===== src/rtl/init_table_pkg.sv =====
// ============================================================================
// init_table_pkg : shared state encoding and default geometry for init_table_sched
// Rev 1.0
// ============================================================================
`default_nettype none

package init_table_pkg;

    typedef enum logic [0:0] {
        ST_INIT = 1'b0,
        ST_RUN  = 1'b1
    } state_t;

    localparam int DEF_NX   = 8;
    localparam int DEF_ROWS = 4;
    localparam int DEF_COLS = 4;

endpackage

`default_nettype wire


===== src/rtl/rr_arb2.sv =====
// ============================================================================
// rr_arb2 : two-requester fair arbiter; on contention the side not granted last wins
// Rev 1.0
// ============================================================================
`default_nettype none

module rr_arb2 (
    input  logic REQ0,
    input  logic REQ1,
    input  logic enable,
    input  logic LAST,
    output logic GNT0,
    output logic GNT1
);

    // LAST=1 means requester 1 was granted most recently, so 0 wins a tie.
    always_comb begin
        GNT0 = enable & REQ0 & (~REQ1 | LAST);
        GNT1 = enable & REQ1 & (~REQ0 | ~LAST);
    end

endmodule

`default_nettype wire


===== src/rtl/init_table_sched.sv =====
// ============================================================================
// init_table_sched : self-initialising table with host write port and two
//                    arbitrated 1-cycle-latency read ports
// Rev 1.0
// ============================================================================
`default_nettype none

module init_table_sched
    import init_table_pkg::*;
#(
    parameter int NX   = DEF_NX,
    parameter int ROWS = DEF_ROWS,
    parameter int COLS = DEF_COLS,
    localparam int DEPTH = ROWS * COLS,
    localparam int AW    = (DEPTH > 1) ? $clog2(DEPTH) : 1
) (
    input  logic          CLK,
    input  logic          RST,
    input  logic          REQ0,
    input  logic [AW-1:0] ADDR0,
    input  logic          REQ1,
    input  logic [AW-1:0] ADDR1,
    output logic          GNT0,
    output logic          GNT1,
    output logic [NX-1:0] RDATA,
    output logic          RVALID,
    output logic          RID,
    input  logic          WEN,
    input  logic [AW-1:0] WADDR,
    input  logic [NX-1:0] WDATA,
    output logic          WACK,
    output logic          READY
);

    localparam logic [AW-1:0] LAST_IDX = AW'(DEPTH - 1);

    state_t        state;
    state_t        state_next;
    logic [AW-1:0] cnt;
    logic [NX-1:0] mem [DEPTH];
    logic          last;
    logic          arb_en;
    logic          addr0_ok;
    logic          addr1_ok;
    logic          waddr_ok;
    logic [NX-1:0] rd0;
    logic [NX-1:0] rd1;

    always_ff @(posedge CLK) begin
        if (RST) begin
            state <= ST_INIT;
        end else begin
            state <= state_next;
        end
    end

    always_comb begin
        state_next = state;
        case (state)
            ST_INIT: if (cnt == LAST_IDX) state_next = ST_RUN;
            ST_RUN:  state_next = ST_RUN;
            default: state_next = ST_INIT;
        endcase
    end

    always_comb begin
        READY  = (state == ST_RUN);
        WACK   = READY & WEN;
        arb_en = READY & ~WEN;
    end

    always_ff @(posedge CLK) begin
        if (RST) begin
            cnt <= '0;
        end else if (state == ST_INIT) begin
            cnt <= cnt + AW'(1);
        end
    end

    // Addresses beyond the populated table are dropped on write and read as zero.
    always_comb begin
        addr0_ok = (32'(ADDR0) < DEPTH);
        addr1_ok = (32'(ADDR1) < DEPTH);
        waddr_ok = (32'(WADDR) < DEPTH);
        rd0      = addr0_ok ? mem[ADDR0] : '0;
        rd1      = addr1_ok ? mem[ADDR1] : '0;
    end

    // No reset on the storage: the INIT sweep rewrites every entry after RST.
    always_ff @(posedge CLK) begin
        if (!RST) begin
            if (state == ST_INIT) begin
                mem[cnt] <= NX'(cnt);
            end else if (WEN && waddr_ok) begin
                mem[WADDR] <= WDATA;
            end
        end
    end

    rr_arb2 u_arb (
        .REQ0   (REQ0),
        .REQ1   (REQ1),
        .enable (arb_en),
        .LAST   (last),
        .GNT0   (GNT0),
        .GNT1   (GNT1)
    );

    always_ff @(posedge CLK) begin
        if (RST) begin
            RVALID <= 1'b0;
            RID    <= 1'b0;
            RDATA  <= '0;
            last   <= 1'b1;
        end else begin
            RVALID <= GNT0 | GNT1;
            if (GNT0) begin
                RID   <= 1'b0;
                RDATA <= rd0;
                last  <= 1'b0;
            end else if (GNT1) begin
                RID   <= 1'b1;
                RDATA <= rd1;
                last  <= 1'b1;
            end
        end
    end

endmodule

`default_nettype wire


===== config.mk =====
export PLATFORM = sky130hd
export DESIGN_NAME = init_table_sched
export DESIGN_NICKNAME = d
export VERILOG_FILES = /design/src/rtl/init_table_pkg.sv /design/src/rtl/rr_arb2.sv /design/src/rtl/init_table_sched.sv
export SDC_FILE = /design/constraint.sdc
export NUM_CORES = 1
export LEC_CHECK = 0
export CAP_MARGIN = 20
export CORE_MARGIN = 2
export CORE_UTILIZATION = 25
export CTS_BUF_LIST = sky130_fd_sc_hd__clkbuf_8
export CTS_CLUSTER_SIZE = 14
export DETAILED_ROUTE_END_ITERATION = 7
export PLACE_DENSITY = 0.39
export SYNTH_ARGS = -nofsm -noshare
export SYNTH_HDL_FRONTEND = slang
export SYNTH_SLANG_ARGS = --single-unit

===== constraint.sdc =====
create_clock -name CLK -period 2.4 [get_ports CLK]
set_input_delay 0.72 -clock CLK [delete_from_list [all_inputs] [get_ports CLK]]
set_output_delay 0.72 -clock CLK [all_outputs]
set_load 0.03 [all_outputs]

==> results of run 1 <==
-- worst paths after layout --
path / startpoint / end / slack (ns) / cells after the start
setup / recovery: ADDR0[0] / RDATA[6] / 0.04 / 7
hold / removal: RID / RID / 0.50 / 2
setup reg to reg: READY / mem[3][7] / 0.53 / 6
hold reg to reg: RID / RID / 0.50 / 2
-- tightest hold or removal path, stage by stage, from the launching register on --
cell and delay [ns]:
dfxtp_1 0.32, nor2_1 0.10, nor3_1 0.04
-- stage by stage --
| stage | cells | power (mW) | hold slack (ns) | area (µm²) | setup slack [ns] |
|---|---|---|---|---|---|
| finish | 869 | 5.29 | 0.495 | 8670 | 0.0376 |
| global route | 869 | 5.47 | 0.513 | 8670 | 0.00683 |
| CTS | 869 | 5.34 | 0.502 | 8670 | 0.0107 |
| detailed placement | 836 | 3.31 | 0.484 | 8240 | -0.459 |
| global placement | 836 | 3.31 | 0.498 | 8240 | -0.430 |
| floorplan | 416 | 3.09 | 0.459 | 6880 | -0.0433 |
-- area by class of cell --
| type | count | share of cell area, % |
|---|---|---|
| Tap cell | 341 | 4.92 |
| Timing Repair Buffer | 107 | 12.7 |
| Clock buffer | 17 | 2.70 |
| Sequential cell | 144 | 48.0 |
| Multi-Input combinational cell | 241 | 29.3 |
| Inverter | 4 | 0.202 |
| Clock inverter | 15 | 2.11 |
-- power groups by stage --
stage | Sequential [mW] | Combinational (mW) | Clock (mW)
detailed placement | 2.82 | 0.490 | 0
CTS | 2.76 | 0.491 | 2.09
global placement | 2.82 | 0.490 | 0
finish | 2.76 | 0.484 | 2.05
floorplan | 2.81 | 0.275 | 0
global route | 2.77 | 0.519 | 2.19
-- cells by family (layout without fill, tap and decap cells) --
logic type               after synthesis  in the layout  share of synthesized area (%)
AND/OR/NAND/NOR                      102            102                           7.02
XOR/XNOR                               3              3                          0.382
buffers and inverters                 31            143                           2.69
adder cells (fa/ha/maj)                1              1                          0.182
flip-flops                           144            144                           60.5
multiplexers                          94             94                           25.0
AO/OA/AOI/OAI                         41             41                           4.24
-- per-layer routing --
metal | vias up | wire length (µm)
met2 | 80 | 10100
met4 | 0 | 327
met3 | 17 | 648
met5 | - | 0
li1 | 1896 | -
met1 | 2191 | 9440
-- Yosys cell counts (all sizes together) (4+ instances only) --
| library cell | number | area [µm²] |
|---|---|---|
| a22oi | 12 | 90.1 |
| nor2 | 30 | 113 |
| nand2b | 9 | 56.3 |
| a21oi | 4 | 20.0 |
| mux4 | 55 | 1310 |
| nand2 | 28 | 105 |
| inv | 4 | 15.0 |
| edfxtp | 128 | 3840 |
| a32oi | 9 | 78.8 |
| and2 | 7 | 43.8 |
| nor2b | 8 | 50.1 |
| dfxtp | 16 | 320 |
| buf | 21 | 148 |
| mux2i | 23 | 230 |
| mux2 | 16 | 180 |
| clkbuf | 6 | 22.5 |
| nand3 | 11 | 55.1 |
| a31oi | 12 | 75.1 |
-- state kept, by name, indices dropped and copies added (netlist names) --
signal,flops
mem,128
RDATA,8
cnt,4
READY,1
RID,1
RVALID,1
last,1
-- what timing repair did --
item                       CTS  global route
pin swaps                    1             0
buffers inserted             1             0
setup endpoints to repair    3             1
cloned                       0             0
hold buffers                 0             0
gates resized for setup      7             1
==> impl_metrics.ini, run 1 <==
[outcome]
outcome = finished, final reports clean

[timing]
hold_viol_final = 0
period_minus_slack_ns = 2.36
fin_crit_sh_pct = 98.4
clock.fmax_ghz = 0.423
final-max-slew-violation-count = 0
tns_ns = 0
setup_viol = 0
relSlewSlack_pct = 62.5
worst_pin_slew_ns = 0.561
clock_skew_ns = 0.0191
rsz0062_at_grt = false

[floorplan]
coreArea_mm2 = 0.0270
die_x_um = 170
pin_count = 39
die_area_mm2 = 0.0289
rows = 60
initial_core_util_pct = 25.5
die_height_um = 170

[worst_setup_path]
required_ns = 2.74
crit_type = input pin to flip-flop
critPathTopFamily = buffers and inverters
slowest_stage = mux4_1
endpoint_kind = flip-flop
cp_max_fo = 16
critical_path.cell_chain = clkdlybuf4s50_1 -> buf_12 -> buf_12 -> mux4_1 -> mux2_2 -> nand2_1 -> a31oi_1
path_buf_inv = 3
worstPathArrival_ns = 2.70
cp-start-kind = input pin
crit_path_max_incr_delay_ns = 0.56
crit_top_cell = buf_12

[power]
p_switching_mw = 1.26
vdd_drop_max_v = 0.000302
power.leakage_nw = 3.09
seqPwrFrac_pct = 52.2
powerDensity_mw_per_mm2 = 611
p_int_mw = 4.03
clock_power_share_pct = 38.7
switching_share_pct = 23.9
combPwrFrac_pct = 9.1

[clocking]
cts_root_buf = clkbuf_8
cts_tree = done
clock_latency_ns = 0.46
clkTransAtPathRegs_ns = 0.10
cts.sinks = 144
htreeDepth = 4
clock_tree.buffer_depth = 2
cts_buffers = 17

[global_route]
antenna_found_initial = 0
grt_usage_pct = 14.8
top_usage_layer = met2
grt_use_met3_pct = 2.51
met2_usage_pct = 24.6
grt_use_met1_pct = 19.8
grt_pass1_vias = 4491
grt_overflow = 0
grt_pass1_wl_mm = 30.0
grt_start_max_net_pins = 24

[final_layout]
nets = 541
diodes = 0
syn_to_final_growth_pct = 26.0
fin_util_pct = 32.2
fillers = 2613
drive_above_1_share_pct = 31.1
regArea_mm2 = 0.00416
multi_input_area_mm2 = 0.00254
layout_common_cells = edfxtp_1, buf_4, mux4_2
final_common_cell = edfxtp_1

[yosys]
post_synth.cell_area_avg_um2 = 16.5
ys_async_sr_fraction_pct = 0
synth_edf_count = 128
syn_nets = 442
ys.flop_type = edfxtp_1
syn_area_mm2 = 0.00688
yosysUniqueCellTypes = 37
seq_area_frac_synth_pct = 60.5
synthCells = 416
yosys_register_bits = 144
synth_warnings = 0

[detailed_routing]
viasPerCell = 4.81
dr.first_iter.drc_count = 343
drc_errors = 0
dr.pass1.iters = 4
ant_nets = 0
wl_mm = 20.5
vias = 4184
wl_per_cell_um = 23.6

[place]
post-dp-hpwl_mm = 14.4
gp_routability_congestion = 0.764
port_buffers = 38

[min_path]
hp-class = flip-flop to flip-flop

[job]
drv_cap = 0
Power figures use the tool's default switching activity.
==> run 2, diff against run 1 <==
- ABC_CLOCK_PERIOD_IN_PS: not set -> 2400
==> results of run 2 <==
Same layout as run 1: the final DEF is identical, and so are final timing and power.
==> run 3, diff against run 2 <==
- CTS_BUF_LIST: sky130_fd_sc_hd__clkbuf_8 -> sky130_fd_sc_hd__clkbuf_16
- GPL_ROUTABILITY_DRIVEN: not set -> 0
- REMOVE_ABC_BUFFERS: not set -> 1
==> run 3 against run 2 <==
- utilization increased by 0.36 points
- critical endpoint is now GNT0
- setup slack better by 0.030 ns
- first-iteration DRC count shrank 10%
==> impl_metrics.ini, run 3 (same netlist as run 1, synthesis figures left out) <==
[outcome]
outcome = finished, final reports clean

[min_path]
worstHoldStart = RID
hold-path-cell-count = 2
hp-class = flip-flop to flip-flop
holdPathEnd = RID

[worst_setup_path]
rr_worst_depth = 6
reg2reg_slack_ns = 0.43
crit_type = input pin to primary output
worstPathArrival_ns = 1.61
endpoint_kind = primary output
required_ns = 1.68
cp_max_fo = 2
r2r-end = mem[0][0]
cp-start-kind = input pin
r2r-start = READY

[timing]
rsz0062_at_grt = false
clock_skew_ns = 0.00771
worst_pin_slew_ns = 0.550
setup_viol = 0
fin_crit_sh_pct = 97.2
tns_ns = 0
final-max-slew-violation-count = 0
clock.fmax_ghz = 0.429
setup_ws_ns = 0.0676
period_minus_slack_ns = 2.33
hold_viol_final = 0
relSlewSlack_pct = 63.3
hold_ws_ns = 0.496

[final_layout]
regMostFlops = mem
stdcell_area_mm2 = 0.00877
fin_util_pct = 32.5
drive_above_1_share_pct = 30.1
syn_to_final_growth_pct = 27.4
reg.largest.list = mem: 128 flops, RDATA: 8 flops, cnt: 4 flops
final_common_cell = edfxtp_1
fin_cells = 863
layout_common_cells = edfxtp_1, buf_4, mux4_2
nets = 535
fillers = 2563
diodes = 0
largest_reg_flops = 128

[detailed_routing]
drc_errors = 0
dr.pass1.iters = 4
dr.first_iter.drc_count = 307
wl_per_cell_um = 22.7
wl_mm = 19.6
vias = 4147
viasPerCell = 4.81
ant_nets = 0

[place]
dp_cells = 831
post-dp-hpwl_mm = 14.2
pre_cts_ws_ns = -0.407
post_dp_cell_area_mm2 = 0.00817
port_buffers = 38

[clocking]
cts_buffers = 17
clock_latency_ns = 0.42
htreeDepth = 4
cts_root_buf = clkbuf_16
post_cts_buffers = 0
clkTransAtPathRegs_ns = 0.06
cts_tree = done
cts.sinks = 144
hold_buffers = 0
clock_tree.buffer_depth = 2

[global_route]
met2_usage_pct = 24.3
grt_use_met3_pct = 3.28
grt_pass1_wl_mm = 29.1
antenna_found_initial = 0
grt_overflow = 0
grt_usage_pct = 14.3
grt_use_met1_pct = 18.8
top_usage_layer = met2
grt_start_max_net_pins = 23
grt_pass1_vias = 4553

[floorplan]
coreArea_mm2 = 0.0270
initial_core_util_pct = 25.5
die_x_um = 170
rows = 60
die_area_mm2 = 0.0289
pin_count = 39
die_height_um = 170

[power]
powerDensity_mw_per_mm2 = 672
vdd_drop_max_v = 0.000400
fin_total_pwr_mw = 5.90
power.leakage_nw = 3.17

[job]
drv_cap = 0
==> run 3: repair_timing <==
| action | 4_1_cts | 5_1_grt |
|---|---|---|
| endpoints found under the setup margin | 4 | 3 |
| pin swaps | 1 | 1 |
| resized for setup | 9 | 5 |
==> run 3: how the worst max path moves through the flow <==
stage / from / endpoint / slack (ns) / cells past startpoint
final: REQ0 / GNT0 / 0.07 / 5
after global routing: RST / mem[4][1] / 0.009 / 8
after CTS: WEN / GNT0 / -0.02 / 4
after detailed placement: WEN / mem[0][4] / -0.41 / 7
after global placement: WEN / mem[13][2] / -0.37 / 8
after floorplan: RST / mem[10][0] / 0.04 / 5
==> run 3: cell type report <==
| class | instances | area (µm²) | share of cell area (%) |
|---|---|---|---|
| well taps | 341 | 427 | 4.87 |
| multi-input cells | 241 | 2540 | 28.9 |
| flip-flops and latches | 144 | 4170 | 47.5 |
| clock buffers | 17 | 425 | 4.85 |
| clock inverters | 15 | 170 | 1.94 |
| repair buffers | 101 | 1030 | 11.7 |
| inverters | 4 | 17.5 | 0.200 |
==> run 3: worst max-delay path, stage by stage <==
cell           delay (ns)
dlygate4sd2_1        0.25
nand2_1              0.07
or3_4                0.36
inv_4                0.08
buf_6                0.12
==> run 3: power by group <==
part / internal (mW) / total [mW] / switching (mW)
logic: 0.241 / 0.474 / 0.233
clock network: 1.63 / 2.65 / 1.03
registers: 2.75 / 2.77 / 0.0205
total: 4.62 / 5.90 / 1.28
==> run 3: layer usage <==
metal,share of wire (%),vias to the layer above
met3,4.5,16
met1,45,2147
met5,0,-
met2,49,97
li1,-,1887
met4,0.96,0
